--- config.mk ---
export PLATFORM = sky130hd
export DESIGN_NAME = fmv_frame_queue
export DESIGN_NICKNAME = d
export VERILOG_FILES = /design/src/rtl/fmv_frame_queue.sv
export SDC_FILE = /design/constraint.sdc
export NUM_CORES = 1
export LEC_CHECK = 0
export BUFFER_PORTS_ARGS = -buffer_cell sky130_fd_sc_hd__buf_2
export CAP_MARGIN = 20
export CORE_UTILIZATION = 50
export CTS_CLUSTER_DIAMETER = 80
export DETAILED_ROUTE_END_ITERATION = 10
export PLACE_DENSITY_LB_ADDON = 0.2
export RECOVER_POWER = 50
export SETUP_SLACK_MARGIN = 0.4
export SKIP_CTS_REPAIR_TIMING = 1
export SLEW_MARGIN = 30
export SYNTH_ARGS = -nofsm -noshare
export SYNTH_HDL_FRONTEND = slang
export SYNTH_SLANG_ARGS = --single-unit
export TNS_END_PERCENT = 30
--- constraint.sdc ---
create_clock -name clkddr -period 8.3 [get_ports clkddr]
set_input_delay 1.245 -clock clkddr [delete_from_list [all_inputs] [get_ports clkddr]]
set_output_delay 1.245 -clock clkddr [all_outputs]
set_load 0.01 [all_outputs]
--- src/rtl/fmv_frame_queue.sv ---
// rtl/fmv_frame_queue.sv - FMV frame buffer pool and display-order queue; FMV_QUEUE_CATCHUP_EN enables stale-frame dropping
package fmv_frame_queue_pkg;
  typedef struct packed {
    logic [28:0] y_adr;
    logic [28:0] u_adr;
    logic [28:0] v_adr;
    logic [8:0]  width;
    logic [8:0]  height;
  } planar_yuv_s;
endpackage

module fmv_frame_queue
  import fmv_frame_queue_pkg::*;
#(
  parameter int          NUM_BUFFERS   = 4,
  parameter logic [28:0] BASE_ADR      = 29'h0,
  parameter logic [28:0] BUFFER_STRIDE = 29'h40000
) (
  input  logic        clkddr,
  input  logic        reset,
  input  logic [8:0]  frame_width,
  input  logic [8:0]  frame_height,
  input  logic        alloc_req,
  output logic        alloc_ack,
  output planar_yuv_s alloc_frame,
  input  logic        commit,
  input  logic        discard,
  input  logic        display_tick,
  input  logic [2:0]  repeat_count,
  input  logic        flush,
  output planar_yuv_s frame,
  output logic        latch_frame,
  output logic        invalidate,
  output logic [3:0]  queue_level
);
  localparam int IW    = $clog2(NUM_BUFFERS);
  localparam int SLOTS = 1 << IW;

  typedef enum logic [1:0] {SLOT_FREE, SLOT_DECODING, SLOT_QUEUED, SLOT_SHOWN} slot_e;
  typedef enum logic [1:0] {ALLOC_IDLE, ALLOC_SEARCH, ALLOC_OWNED} alloc_e;

  slot_e         slot_q [SLOTS];
  slot_e         slot_d [SLOTS];
  logic [IW-1:0] fifo_mem [SLOTS];
  logic [IW-1:0] rd_ptr, wr_ptr, rd_base, wr_base;
  logic [3:0]    count, cnt_base;
  alloc_e        alloc_state, alloc_next;
  logic [IW-1:0] owned_idx, free_idx, shown_idx, head_idx, show_idx;
  logic          free_found, shown_valid;
  logic          grant, do_commit, do_discard, do_latch, do_skip;
  logic [2:0]    tick_cnt, rc_eff;

  function automatic logic [IW-1:0] ptr_inc(input logic [IW-1:0] p);
    return (p == IW'(NUM_BUFFERS - 1)) ? '0 : p + 1'b1;
  endfunction

  function automatic planar_yuv_s make_desc(input logic [IW-1:0] idx);
    logic [17:0] area;
    planar_yuv_s d;
    area     = {9'b0, frame_width} * {9'b0, frame_height};
    d.y_adr  = BASE_ADR + BUFFER_STRIDE * 29'(idx);
    d.u_adr  = d.y_adr + {11'b0, area};
    d.v_adr  = d.u_adr + {13'b0, area[17:2]};
    d.width  = frame_width;
    d.height = frame_height;
    return d;
  endfunction

  always_comb begin
    free_found = 1'b0;
    free_idx   = '0;
    for (int i = NUM_BUFFERS - 1; i >= 0; i--) begin
      if (slot_q[i] == SLOT_FREE) begin
        free_found = 1'b1;
        free_idx   = IW'(i);
      end
    end
  end

  always_comb begin
    alloc_next = alloc_state;
    grant      = 1'b0;
    do_commit  = 1'b0;
    do_discard = 1'b0;
    case (alloc_state)
      ALLOC_IDLE:   if (alloc_req) alloc_next = ALLOC_SEARCH;
      ALLOC_SEARCH: if (free_found) begin
        grant      = 1'b1;
        alloc_next = ALLOC_OWNED;
      end
      ALLOC_OWNED: begin
        do_discard = discard;
        do_commit  = commit && !discard;
        if (commit || discard) alloc_next = ALLOC_IDLE;
      end
      default: alloc_next = ALLOC_IDLE;
    endcase
  end

  // A tick only latches when the repeat countdown has expired; flush suppresses the tick entirely.
  always_comb begin
    rc_eff   = (repeat_count == 3'd0) ? 3'd1 : repeat_count;
    do_latch = display_tick && !flush && (tick_cnt <= 3'd1) && (count != 4'd0);
`ifdef FMV_QUEUE_CATCHUP_EN
    do_skip  = do_latch && (count >= 4'(NUM_BUFFERS - 1));
`else
    do_skip  = 1'b0;
`endif
    head_idx = fifo_mem[rd_ptr];
    show_idx = do_skip ? fifo_mem[ptr_inc(rd_ptr)] : head_idx;
    rd_base  = flush ? '0 : (do_skip ? ptr_inc(ptr_inc(rd_ptr)) : (do_latch ? ptr_inc(rd_ptr) : rd_ptr));
    wr_base  = flush ? '0 : wr_ptr;
    cnt_base = flush ? '0 : count - (do_skip ? 4'd2 : {3'b0, do_latch});
  end

  always_comb begin
    for (int i = 0; i < SLOTS; i++) slot_d[i] = slot_q[i];
    if (flush) begin
      for (int i = 0; i < NUM_BUFFERS; i++)
        if (slot_q[i] == SLOT_QUEUED || slot_q[i] == SLOT_SHOWN) slot_d[i] = SLOT_FREE;
    end else if (do_latch) begin
      if (shown_valid) slot_d[shown_idx] = SLOT_FREE;
      if (do_skip)     slot_d[head_idx]  = SLOT_FREE;
      slot_d[show_idx] = SLOT_SHOWN;
    end
    if (grant)      slot_d[free_idx]  = SLOT_DECODING;
    if (do_commit)  slot_d[owned_idx] = SLOT_QUEUED;
    if (do_discard) slot_d[owned_idx] = SLOT_FREE;
  end

  always_ff @(posedge clkddr or posedge reset) begin
    if (reset) begin
      for (int i = 0; i < SLOTS; i++) begin
        slot_q[i]   <= SLOT_FREE;
        fifo_mem[i] <= '0;
      end
      alloc_state <= ALLOC_IDLE;
      rd_ptr      <= '0;
      wr_ptr      <= '0;
      count       <= '0;
      owned_idx   <= '0;
      shown_idx   <= '0;
      shown_valid <= 1'b0;
      tick_cnt    <= '0;
      alloc_ack   <= 1'b0;
      alloc_frame <= '0;
      frame       <= '0;
      latch_frame <= 1'b0;
      invalidate  <= 1'b1;
    end else begin
      for (int i = 0; i < SLOTS; i++) slot_q[i] <= slot_d[i];
      alloc_state <= alloc_next;
      alloc_ack   <= grant;
      if (grant) begin
        alloc_frame <= make_desc(free_idx);
        owned_idx   <= free_idx;
      end
      if (do_commit) fifo_mem[wr_base] <= owned_idx;
      wr_ptr      <= do_commit ? ptr_inc(wr_base) : wr_base;
      rd_ptr      <= rd_base;
      count       <= cnt_base + {3'b0, do_commit};
      latch_frame <= do_latch;
      invalidate  <= flush;
      if (flush) begin
        shown_valid <= 1'b0;
      end else if (display_tick) begin
        if (do_latch) begin
          frame       <= make_desc(show_idx);
          shown_idx   <= show_idx;
          shown_valid <= 1'b1;
          tick_cnt    <= rc_eff;
        end else if (tick_cnt <= 3'd1) begin
          tick_cnt <= 3'd0;
        end else begin
          tick_cnt <= tick_cnt - 3'd1;
        end
      end
    end
  end

  assign queue_level = count;
endmodule

; ---- Yosys cells after proc, flatten, opt, wreduce, memory -nomap -nowiden
; Cells that the tools add are included.
[totals]
reg_bits = 189
out_inout_bits = 217
[classes]
n_addsub = 9
multipliers = 1
magnitude_cmp = 12
n_eq_ne = 15
n_mux = 55
bitwise_logic = 18
reduce_logical = 29
[ops]
columns = op, n
row1 = 8-bit two-way mux, 8
row2 = 2-bit two-way mux, 24
row3 = 21-bit by 16-bit adder with 22-bit output, 2
row4 = 20-bit by 18-bit adder with 21-bit output, 2
row5 = 2-bit equality test (second input constant), 11
row6 = 2-bit demux with 2-bit select, 5
row7 = 3-bit greater-or-equal comparator (second input constant), 6
row8 = 9-bit by 9-bit multiplier with 18-bit output, 1
row9 = 2-bit inverter with 3-bit output, 6
row10 = 8-bit bitwise AND, 2
row11 = 8-bit inverter, 2
row12 = 3-bit by 1-bit less-than comparator with 1-bit output (second input constant), 5
row13 = 1-bit two-way mux, 11
row14 = 2-bit zero test, 5
row15 = 1-bit logical AND, 9
row16 = 3-bit two-way mux, 3
row17 = 4-bit bitwise AND, 2
row18 = 8-bit bitwise mux, 1
row19 = 4-bit inverter, 2
row20 = 4-bit OR, 2
row21 = 8-bit OR, 1
row22 = 2-bit inequality test (second input constant), 3
row23 = 2-bit case mux with 3 select lines, 1
row24 = 3-bit AND reduction, 2
row25 = 15 further kinds, 23

; ---- Longest topological paths before layout
; Gate-level depths: netlist of run 1.
[logic_depth]
depth_word = 19
depth_mapped = 28
depth_no_buf = 27

; ---- Least setup slack after synthesis of run 1
; Ideal clock, no wire load.
[synth_timing]
path_kind = input to register
start = in frame_height[8]
end = reg alloc_frame[35] in the netlist's numbering
arrival_ps = 6852
required_time_ps = 8170
slack_ps = 1318
path_stages = 24
cell_sequence = clkbuf_1 nand2_1 fa_1 fa_1 inv_1 fa_1 inv_1 fa_1 inv_1 ha_1 and2_1 a311o_1 a31oi_1 xor2_1 inv_1 ha_1 a21o_1 a21oi_1 a31oi_1 a22oi_1 a221oi_2 a211o_1 o311ai_2 o21ai_1
[synth_via]
elab_chain_cells = 3
[synth_rtl]
columns = element, line
row1 = from (decl), 22  ; input logic [8:0] frame_height,
row2 = 9-bit by 9-bit multiplier with 18-bit output (*), 60  ; area = {9'b0, frame_width} * {9'b0, frame_height};
row3 = 20-bit by 18-bit adder with 21-bit output, 62  ; d.u_adr = d.y_adr + {11'b0, area};
row4 = 21-bit by 16-bit adder with 22-bit output (*), 63  ; d.v_adr = d.u_adr + {13'b0, area[17:2]};
row5 = to (signal assigned), 155  ; alloc_frame <= make_desc(free_idx);
row6 = to (decl), 25  ; output planar_yuv_s alloc_frame,
; Mark *: on every way between the ends. The rest lies on a longest branch, timed or not.
; A chain may end at the register's enable or synchronous reset.

; ---- Final worst setup path of run 1
[layout_timing]
start = in frame_width[0]
end = reg alloc_frame[31] in the netlist's numbering
[layout_via]
elab_chain_cells = 3
[layout_rtl]
columns = element, line
row1 = from (decl), 21  ; input logic [8:0] frame_width,
row2 = 9-bit by 9-bit multiplier with 18-bit output (*), 60
row3 = 20-bit by 18-bit adder with 21-bit output, 62
row4 = 21-bit by 16-bit adder with 22-bit output (*), 63
; Marks and branches as above.

==> reports/metrics.yaml, run 1 <==
die:
  rows: 52
  io_pins: 245
  die_y_um: 147
  die-area_mm2: 0.0216
  core_mm2: 0.0204
  die-width_um: 147
  start_util: 0.514
detailed_routing:
  ant_nets: 0
  avgViaCountPerCell: 5.10
  drc: 0
  drt_first_pass_iters: 6
  avgRoutedWirePerCell_um: 15.5
  drt-initial-drc-count: 384
  wirelength_mm: 24.6
  vias: 8107
cells_and_area:
  diodes: 0
  finalNetCount: 1447
  final_common_cell: "nand2_1"
  drive_gt1_frac: 0.0849
  final_util: 0.569
  syn2layout_area_growth_pct: 10.8
  mostFrequentLayoutCells: "nand2_1 (273), dfrtp_1 (150), clkbuf_1 (111)"
  nFillCells: 1946
clock_network:
  clock-sinks: 151
  path_clk_slew_ps: 70
  clk_path_buf_depth: 2
  clk_latency_ps: 430
  htreeDepth: 4
  cts-root-buf: "clkbuf_16"
  cts_tree: "done"
  numCtsBuffers: 17
critical_path:
  cp.arrival_ps: 7310
  worstSetupStartpointType: "input pin"
  crit_family: "adder cells"
  path_cells: "buf_2, nand2_1, fa_1, fa_1, inv_1, fa_1, inv_1, fa_1, inv_1, ha_1, and2_1, a311o_1, a31oi_1, xor2_1, inv_1, ha_1, and3_1, nand3_1, a31oi_1, a21oi_1, maj3_1, a21oi_1, xnor2_1, o21ai_1"
  rrSetupSlack_ps: 3980
  critPathMaxFanout: 11
  cp.required_ps: 8460
  rr_worst_depth: 4
  cp.buffers_inverters: 5
  worstSetupPathType: "input pin to register"
  cp_slowest_cell: "fa_1"
  crit_path_end_kind: "register"
  critPathMaxStageDelay_ps: 540
  r2r_start: "slot_q[6]"
  worstReg2RegEnd: "alloc_frame[64]"
global_routing:
  antenna_found_initial: 0
  grt_pass1_vias: 7660
  grt_pass1_wl_mm: 39.7
  grt_max_degree: 96
  grt_use_met1: 0.323
  met3_usage: 0.0453
  use_met2: 0.376
  top_usage_layer: "met2"
  overflow: 0
  grt_use_total: 0.233
sta:
  slew_viol_final: 170
  period_share: 0.861
  worst_pin_slew_ps: 3770
  clock_skew_ps: 9.69
  fin_crit_ps: 7150
  max_clock_freq_ghz: 0.140
  finalSetupViolCount: 0
  tns_ps: 0
  rsz0062_at_grt: "false"
  slew-limit-headroom: -1.51
  hold_violations: 0
logic_synthesis:
  seq_area_frac_synth: 0.360
  ys_ff_latch: 151
  synth_cell_types: 74
  ys_warn_count: 0
  synth_cells: 1185
  syn_avg_cell_area_um2: 8.86
  ys.flop_type: "dfrtp_1"
  netlist_area_mm2: 0.0105
  async_reset_ff_frac: 1.00
  synth-edff-count: 0
placed_design:
  io_buffers: 156
  hpwl_mm: 17.8
  gp_congestion: 0.857
worst_hold_path:
  holdPathEnd: "alloc_state[0]"
  holdCritStartpoint: "alloc_state[1]"
  hold_class: "register to register"
  hold_depth: 1
power_and_ir_drop:
  clock_power_share: 0.152
  powerDensity_mw_per_mm2: 490
  p_int_mw: 2.93
  p_comb_frac: 0.631
  p_seq_frac: 0.217
  vdd_drop_max_mv: 0.422
  p_leak_nw: 5.97
  p_switching_mw: 2.78
  netSwitchingFraction: 0.487
run_status:
  outcome: "finished, violations left"
  violations: "capacitance limit, slew limit"
run:
  max_cap_viol_count: 2
==> worst register-to-register path, delay by kind of cell (launching register included) <==
kind / cells / cell delay (ps)
flip-flops: 1 / 470
AO/OA/AOI/OAI: 3 / 910
buffers and inverters: 1 / 2650
==> stage by stage <==
| stage | instances | worst slack (ps) | hold WS, ps | instance area, um^2 | total power, mW |
|---|---|---|---|---|---|
| final | 1589 | 1150 | 462 | 11600 | 5.70 |
| after global routing | 1589 | 747 | 496 | 11600 | 6.21 |
| after CTS | 1588 | 1230 | 462 | 11800 | 5.80 |
| after detailed placement | 1556 | 771 | 455 | 11100 | 4.90 |
| after global placement | 1556 | 814 | 454 | 11100 | 4.86 |
| after floorplan | 1272 | 1320 | 432 | 10800 | 3.89 |
==> final cells by class <==
| type | instances | area (um^2) | area share |
|---|---|---|---|
| well taps | 270 | 338 | 0.0290 |
| clock inverters | 13 | 205 | 0.0176 |
| multi-input cells | 871 | 5760 | 0.495 |
| repair buffers | 161 | 701 | 0.0602 |
| flip-flops and latches | 151 | 3780 | 0.325 |
| inverters | 104 | 397 | 0.0341 |
| clock buffers | 19 | 453 | 0.0389 |
==> sequential cells by signal (all words and copies together), names as in the netlist <==
register     flops
alloc_ack        1
shown_valid      1
invalidate       1
alloc_frame     59
tick_cnt         3
rd_ptr           2
slot_q           8
shown_idx        2
alloc_state      2
frame           57
queue_level      4
fifo_mem         8
latch_frame      1
wr_ptr           2
==> Yosys cell counts (17+ instances only) <==
cell / count / area (um^2)
a21oi_1: 30 / 150
and2_1: 54 / 338
buf_4: 93 / 698
clkbuf_1: 35 / 131
dfrtp_1: 150 / 3750
fa_1: 51 / 1020
ha_1: 62 / 776
inv_1: 99 / 372
nand2_1: 273 / 1020
nor2_1: 38 / 143
o21ai_0: 70 / 350
xnor2_1: 17 / 149
==> worst max-delay path by stage <==
stage | start | to | cells after the start
after floorplan | frame_height[8] | alloc_frame[35] | 24
after CTS | frame_width[0] | frame[36] | 22
after global placement | frame_width[0] | frame[36] | 22
final | frame_width[0] | alloc_frame[31] | 24
after detailed placement | frame_width[3] | frame[36] | 21
after global routing | frame_width[0] | alloc_frame[31] | 24
==> cell families (layout without fill, tap and decap cells) <==
kind of cell | count (synthesis) | in the layout | synth area share
adders and majority gates | 115 | 115 | 0.173
buffers and inverters | 250 | 297 | 0.124
and+or+nand+nor | 431 | 431 | 0.182
DFF | 151 | 151 | 0.360
AOI/OAI and AO/OA | 190 | 190 | 0.116
muxes | 16 | 16 | 0.0187
xor gates and xnor gates | 31 | 31 | 0.0259
other | 1 | 88 | 0.000357
==> per-layer routing <==
| layer | share of wire | vias to the layer above |
|---|---|---|
| li1 | - | 3907 |
| met1 | 0.47 | 3948 |
| met2 | 0.47 | 236 |
| met3 | 0.051 | 16 |
| met4 | 0.0087 | 0 |
| met5 | 0 | - |
==> power by group through the flow <==
stage | logic [mW] | registers, mW | clock network, mW
floorplan | 2.57 | 1.33 | 0
global placement | 3.62 | 1.24 | 0
detailed placement | 3.67 | 1.24 | 0
CTS | 3.68 | 1.23 | 0.881
global route | 4.02 | 1.28 | 0.913
finish | 3.60 | 1.24 | 0.865
Power figures use the tool's default switching activity.
==> run 2: changes to the inputs <==
--- a/config.mk
+++ b/config.mk
@@ -5,6 +5,7 @@
 export SDC_FILE = /design/constraint.sdc
 export NUM_CORES = 1
 export LEC_CHECK = 0
+export ABC_AREA = 1
 export BUFFER_PORTS_ARGS = -buffer_cell sky130_fd_sc_hd__buf_2
 export CAP_MARGIN = 20
 export CORE_UTILIZATION = 50
@@ -12,7 +13,6 @@
 export DETAILED_ROUTE_END_ITERATION = 10
 export PLACE_DENSITY_LB_ADDON = 0.2
 export RECOVER_POWER = 50
-export SETUP_SLACK_MARGIN = 0.4
 export SKIP_CTS_REPAIR_TIMING = 1
 export SLEW_MARGIN = 30
 export SYNTH_ARGS = -nofsm -noshare
==> run 2 against run 1 <==
Net effect: the run ends with DRC, capacitance limit, slew limit left; non-clock buffer count is 1 higher; design area is 1.7% higher; worst setup slack gained 830 ps; wire length grew 4.2%; clock skew grew 1.5 ps; core utilization shrank 0.67 points; synthesized cell count rose by 15%; critical endpoint is now alloc_frame[35]; largest cell class unchanged; largest power group unchanged.
==> reports/metrics.yaml, run 2 <==
critical_path:
  crit_path_end_kind: "register"
  critPathMaxFanout: 10  # -1
  worstSetupPathType: "input pin to register"
  rr_worst_depth: 10  # +6
  crit_start: "frame_height[8]"
  r2r_start: "slot_q[5]"
  rrSetupSlack_ps: 4960  # +980 ps
  crit_end: "alloc_frame[35]"
  cp.arrival_ps: 6630  # -680 ps
  worstSetupStartpointType: "input pin"
  cp.required_ps: 8610  # +150 ps
  worstReg2RegEnd: "slot_q[7]"
detailed_routing:
  avgViaCountPerCell: 4.93  # -3.3%
  met3_wirelength_mm: 1.51  # +21%
  wl_met1_mm: 11.9  # +1.9%
  drt-initial-drc-count: 558  # +45%
  vias: 8810  # +8.7%
  drt_first_pass_iters: 8  # +2
  dr_wl_met2_mm: 11.7  # +2.6%
  drc: 3  # +3
  wirelength_mm: 25.6  # +4.2%
  top_layer_used: "met4"
  avgRoutedWirePerCell_um: 14.3  # -7.3%
  ant_nets: 0  # unchanged
logic_synthesis:
  post-synth-top-count-cell: "nand2_1"
  synth-edff-count: 0  # unchanged
  yosysTopAreaCell: "dfrtp_1"
  async_reset_ff_frac: 1.00  # unchanged
  ys_warn_count: 0  # unchanged
  syn_avg_cell_area_um2: 7.82  # -12%
  ys_top_cells_by_area: "dfrtp_1 (35%), nand2_1 (14%), fa_1 (9.5%), inv_1 (8.3%), ha_1 (7.2%)"
  ys.flop_type: "dfrtp_1"
  synth_cells: 1368  # +15%
  synthTopCellsByCount: "nand2_1 (390), inv_1 (236), dfrtp_1 (150), o21ai_0 (112), buf_4 (92)"
  seq_area_frac_synth: 0.353  # -0.00686
  ys_ff_latch: 151  # unchanged
  synth_cell_types: 41  # -45%
  synth.top_cell.area_share: 0.351  # -0.00681
  netlist_area_mm2: 0.0107  # +1.9%
clock_network:
  clk_path_buf_depth: 2  # unchanged
  htreeDepth: 4  # unchanged
  clock-sinks: 151  # unchanged
  numCtsBuffers: 17  # unchanged
  cts_tree: "done"
  cts-root-buf: "clkbuf_16"
  clk_latency_ps: 430  # about the same
  path_clk_slew_ps: 60  # about the same
power_and_ir_drop:
  p_leak_nw: 6.68  # +12%
  vdd_drop_max_mv: 0.447  # +6.0%
  powerDensity_mw_per_mm2: 449  # -8.3%
cells_and_area:
  top_regs: "alloc_frame: 59 flops, frame: 57 flops"
  diodes: 0  # unchanged
  final_common_cell: "nand2_1"
  largest_reg_flops: 59  # unchanged
  drive_gt1_frac: 0.0761  # -0.00880
  nFillCells: 2050  # +5.3%
  largest_register: "alloc_frame"
  final_util: 0.563  # -0.00669
  syn2layout_area_growth_pct: 10.5
  finalNetCount: 1639  # +13%
  post-route-cell-area_mm2: 0.0118  # +1.7%
  mostFrequentLayoutCells: "nand2_1 (390), inv_1 (235), dfrtp_1 (150)"
run_status:
  violations: "DRC, capacitance limit, slew limit"
  outcome: "finished, violations left"
sta:
  clock_skew_ps: 11.2  # +1.53 ps
  tns_ps: 0  # unchanged
  rsz0062_at_grt: "false"
  hold_violations: 0  # unchanged
  finalSetupViolCount: 0  # unchanged
  slew_viol_final: 71  # -58%
  period_share: 0.762  # -0.0998
  worst_pin_slew_ps: 3730  # -43.9 ps
  setup_slack_ps: 1980  # +828 ps
  max_clock_freq_ghz: 0.158  # +13%
  fin_crit_ps: 6320  # -828 ps
  slew-limit-headroom: -1.48  # +0.0293
global_routing:
  grt_pass1_wl_mm: 42.5  # +7.1%
  grt_pass1_vias: 8489  # +11%
  grt_max_degree: 94  # -2.1%
  overflow: 0  # unchanged
  antenna_found_initial: 0  # unchanged
  grt_use_total: 0.247  # +0.0145
die:
  die-width_um: 148  # +0.95%
  die-area_mm2: 0.0220  # +1.9%
  start_util: 0.509  # -0.00477
  rows: 53  # +1.9%
  core_mm2: 0.0210  # +2.9%
  io_pins: 245  # unchanged
  die_y_um: 148  # +0.95%
run:
  max_cap_viol_count: 1  # -1
placed_design:
  placed_area_mm2: 0.0113  # +2.2%
  gp_congestion: 0.956  # +12%
  hpwl_mm: 19.6  # +10%
  place_ws_ps: 1610  # +838 ps
  io_buffers: 156  # unchanged
worst_hold_path:
  hold_depth: 2  # +1
  hold_class: "register to register"
-- run 2: cell types whose count changed in the layout (fill, tap and decap cells not counted), moves of 12 or more --
| cell | previous run | this run |
|---|---|---|
| nand2_1 | 273 | 390 |
| nor3_1 | 15 | 3 |
| nand2_2 | 1 | 19 |
| o21ai_0 | 69 | 112 |
| nand3_1 | 10 | 43 |
| inv_1 | 98 | 235 |
| and2_1 | 54 | 0 |
-- run 2: where the power goes --
group	switching (mW)	internal [mW]
Clock	0.320	0.516
Sequential	0.170	1.02
Combinational	2.20	1.09
Total	2.69	2.62
-- run 2: logic make-up after synthesis --
| family | share of synthesized area |
|---|---|
| other cells | 0.000350 |
| xor+xnor | 0.0196 |
| simple gates | 0.207 |
| compound gates | 0.0877 |
| fa+ha+maj | 0.168 |
| buf+inv | 0.164 |
| flops | 0.353 |
-- run 2: final cells by class --
class	instances	area [um^2]	area share
flip-flops and latches	151	3780	0.320
clock buffers	19	443	0.0374
clock inverters	13	195	0.0165
inverters	237	891	0.0753
multi-input cells	929	5510	0.465
well taps	275	344	0.0291
repair buffers	162	672	0.0568
-- run 2: worst max-delay path, stage by stage --
cell and delay (ps):
buf_2 230, nand2_1 120, fa_1 510, fa_1 560, inv_1 60, fa_1 530
inv_1 60, fa_1 530, inv_1 40, ha_1 350, nand2_1 120, o21ai_0 240
xor2_1 400, ha_1 380, a21oi_1 190, nor2_1 50, a211oi_1 180, o21ai_0 210
nand3_2 140, nand3_1 100, nand2_1 110, nand3_1 100, nand3_1 110, nand2_1 60
-- run 2: through the flow --
| step | power, mW | hold slack [ps] | std cells |
|---|---|---|---|
| after global routing | 5.77 | 491 | 1786 |
| after detailed placement | 4.50 | 458 | 1753 |
| after CTS | 5.36 | 472 | 1785 |
| final | 5.32 | 474 | 1786 |
| after global placement | 4.46 | 455 | 1753 |
| after floorplan | 3.55 | 453 | 1455 |
-- run 2: metal layers --
| layer | vias up | global-route usage |
|---|---|---|
| met2 | 302 | 0.394 |
| met3 | 34 | 0.0371 |
| met1 | 4172 | 0.346 |
| met4 | 0 | 0.0778 |
| li1 | 4302 | - |
| met5 | - | 0 |
-- run 2: worst min path at each step --
stage	start	endpoint	slack (ps)
6_report	alloc_frame[20]	alloc_frame[20]	470
5_1_grt	alloc_frame[20]	alloc_frame[20]	490
4_1_cts	alloc_frame[20]	alloc_frame[20]	470
3_5_place_dp	alloc_frame[22]	alloc_frame[22]	460
3_3_place_gp	alloc_frame[20]	alloc_frame[20]	460
2_1_floorplan	fifo_mem[0]	fifo_mem[0]	450
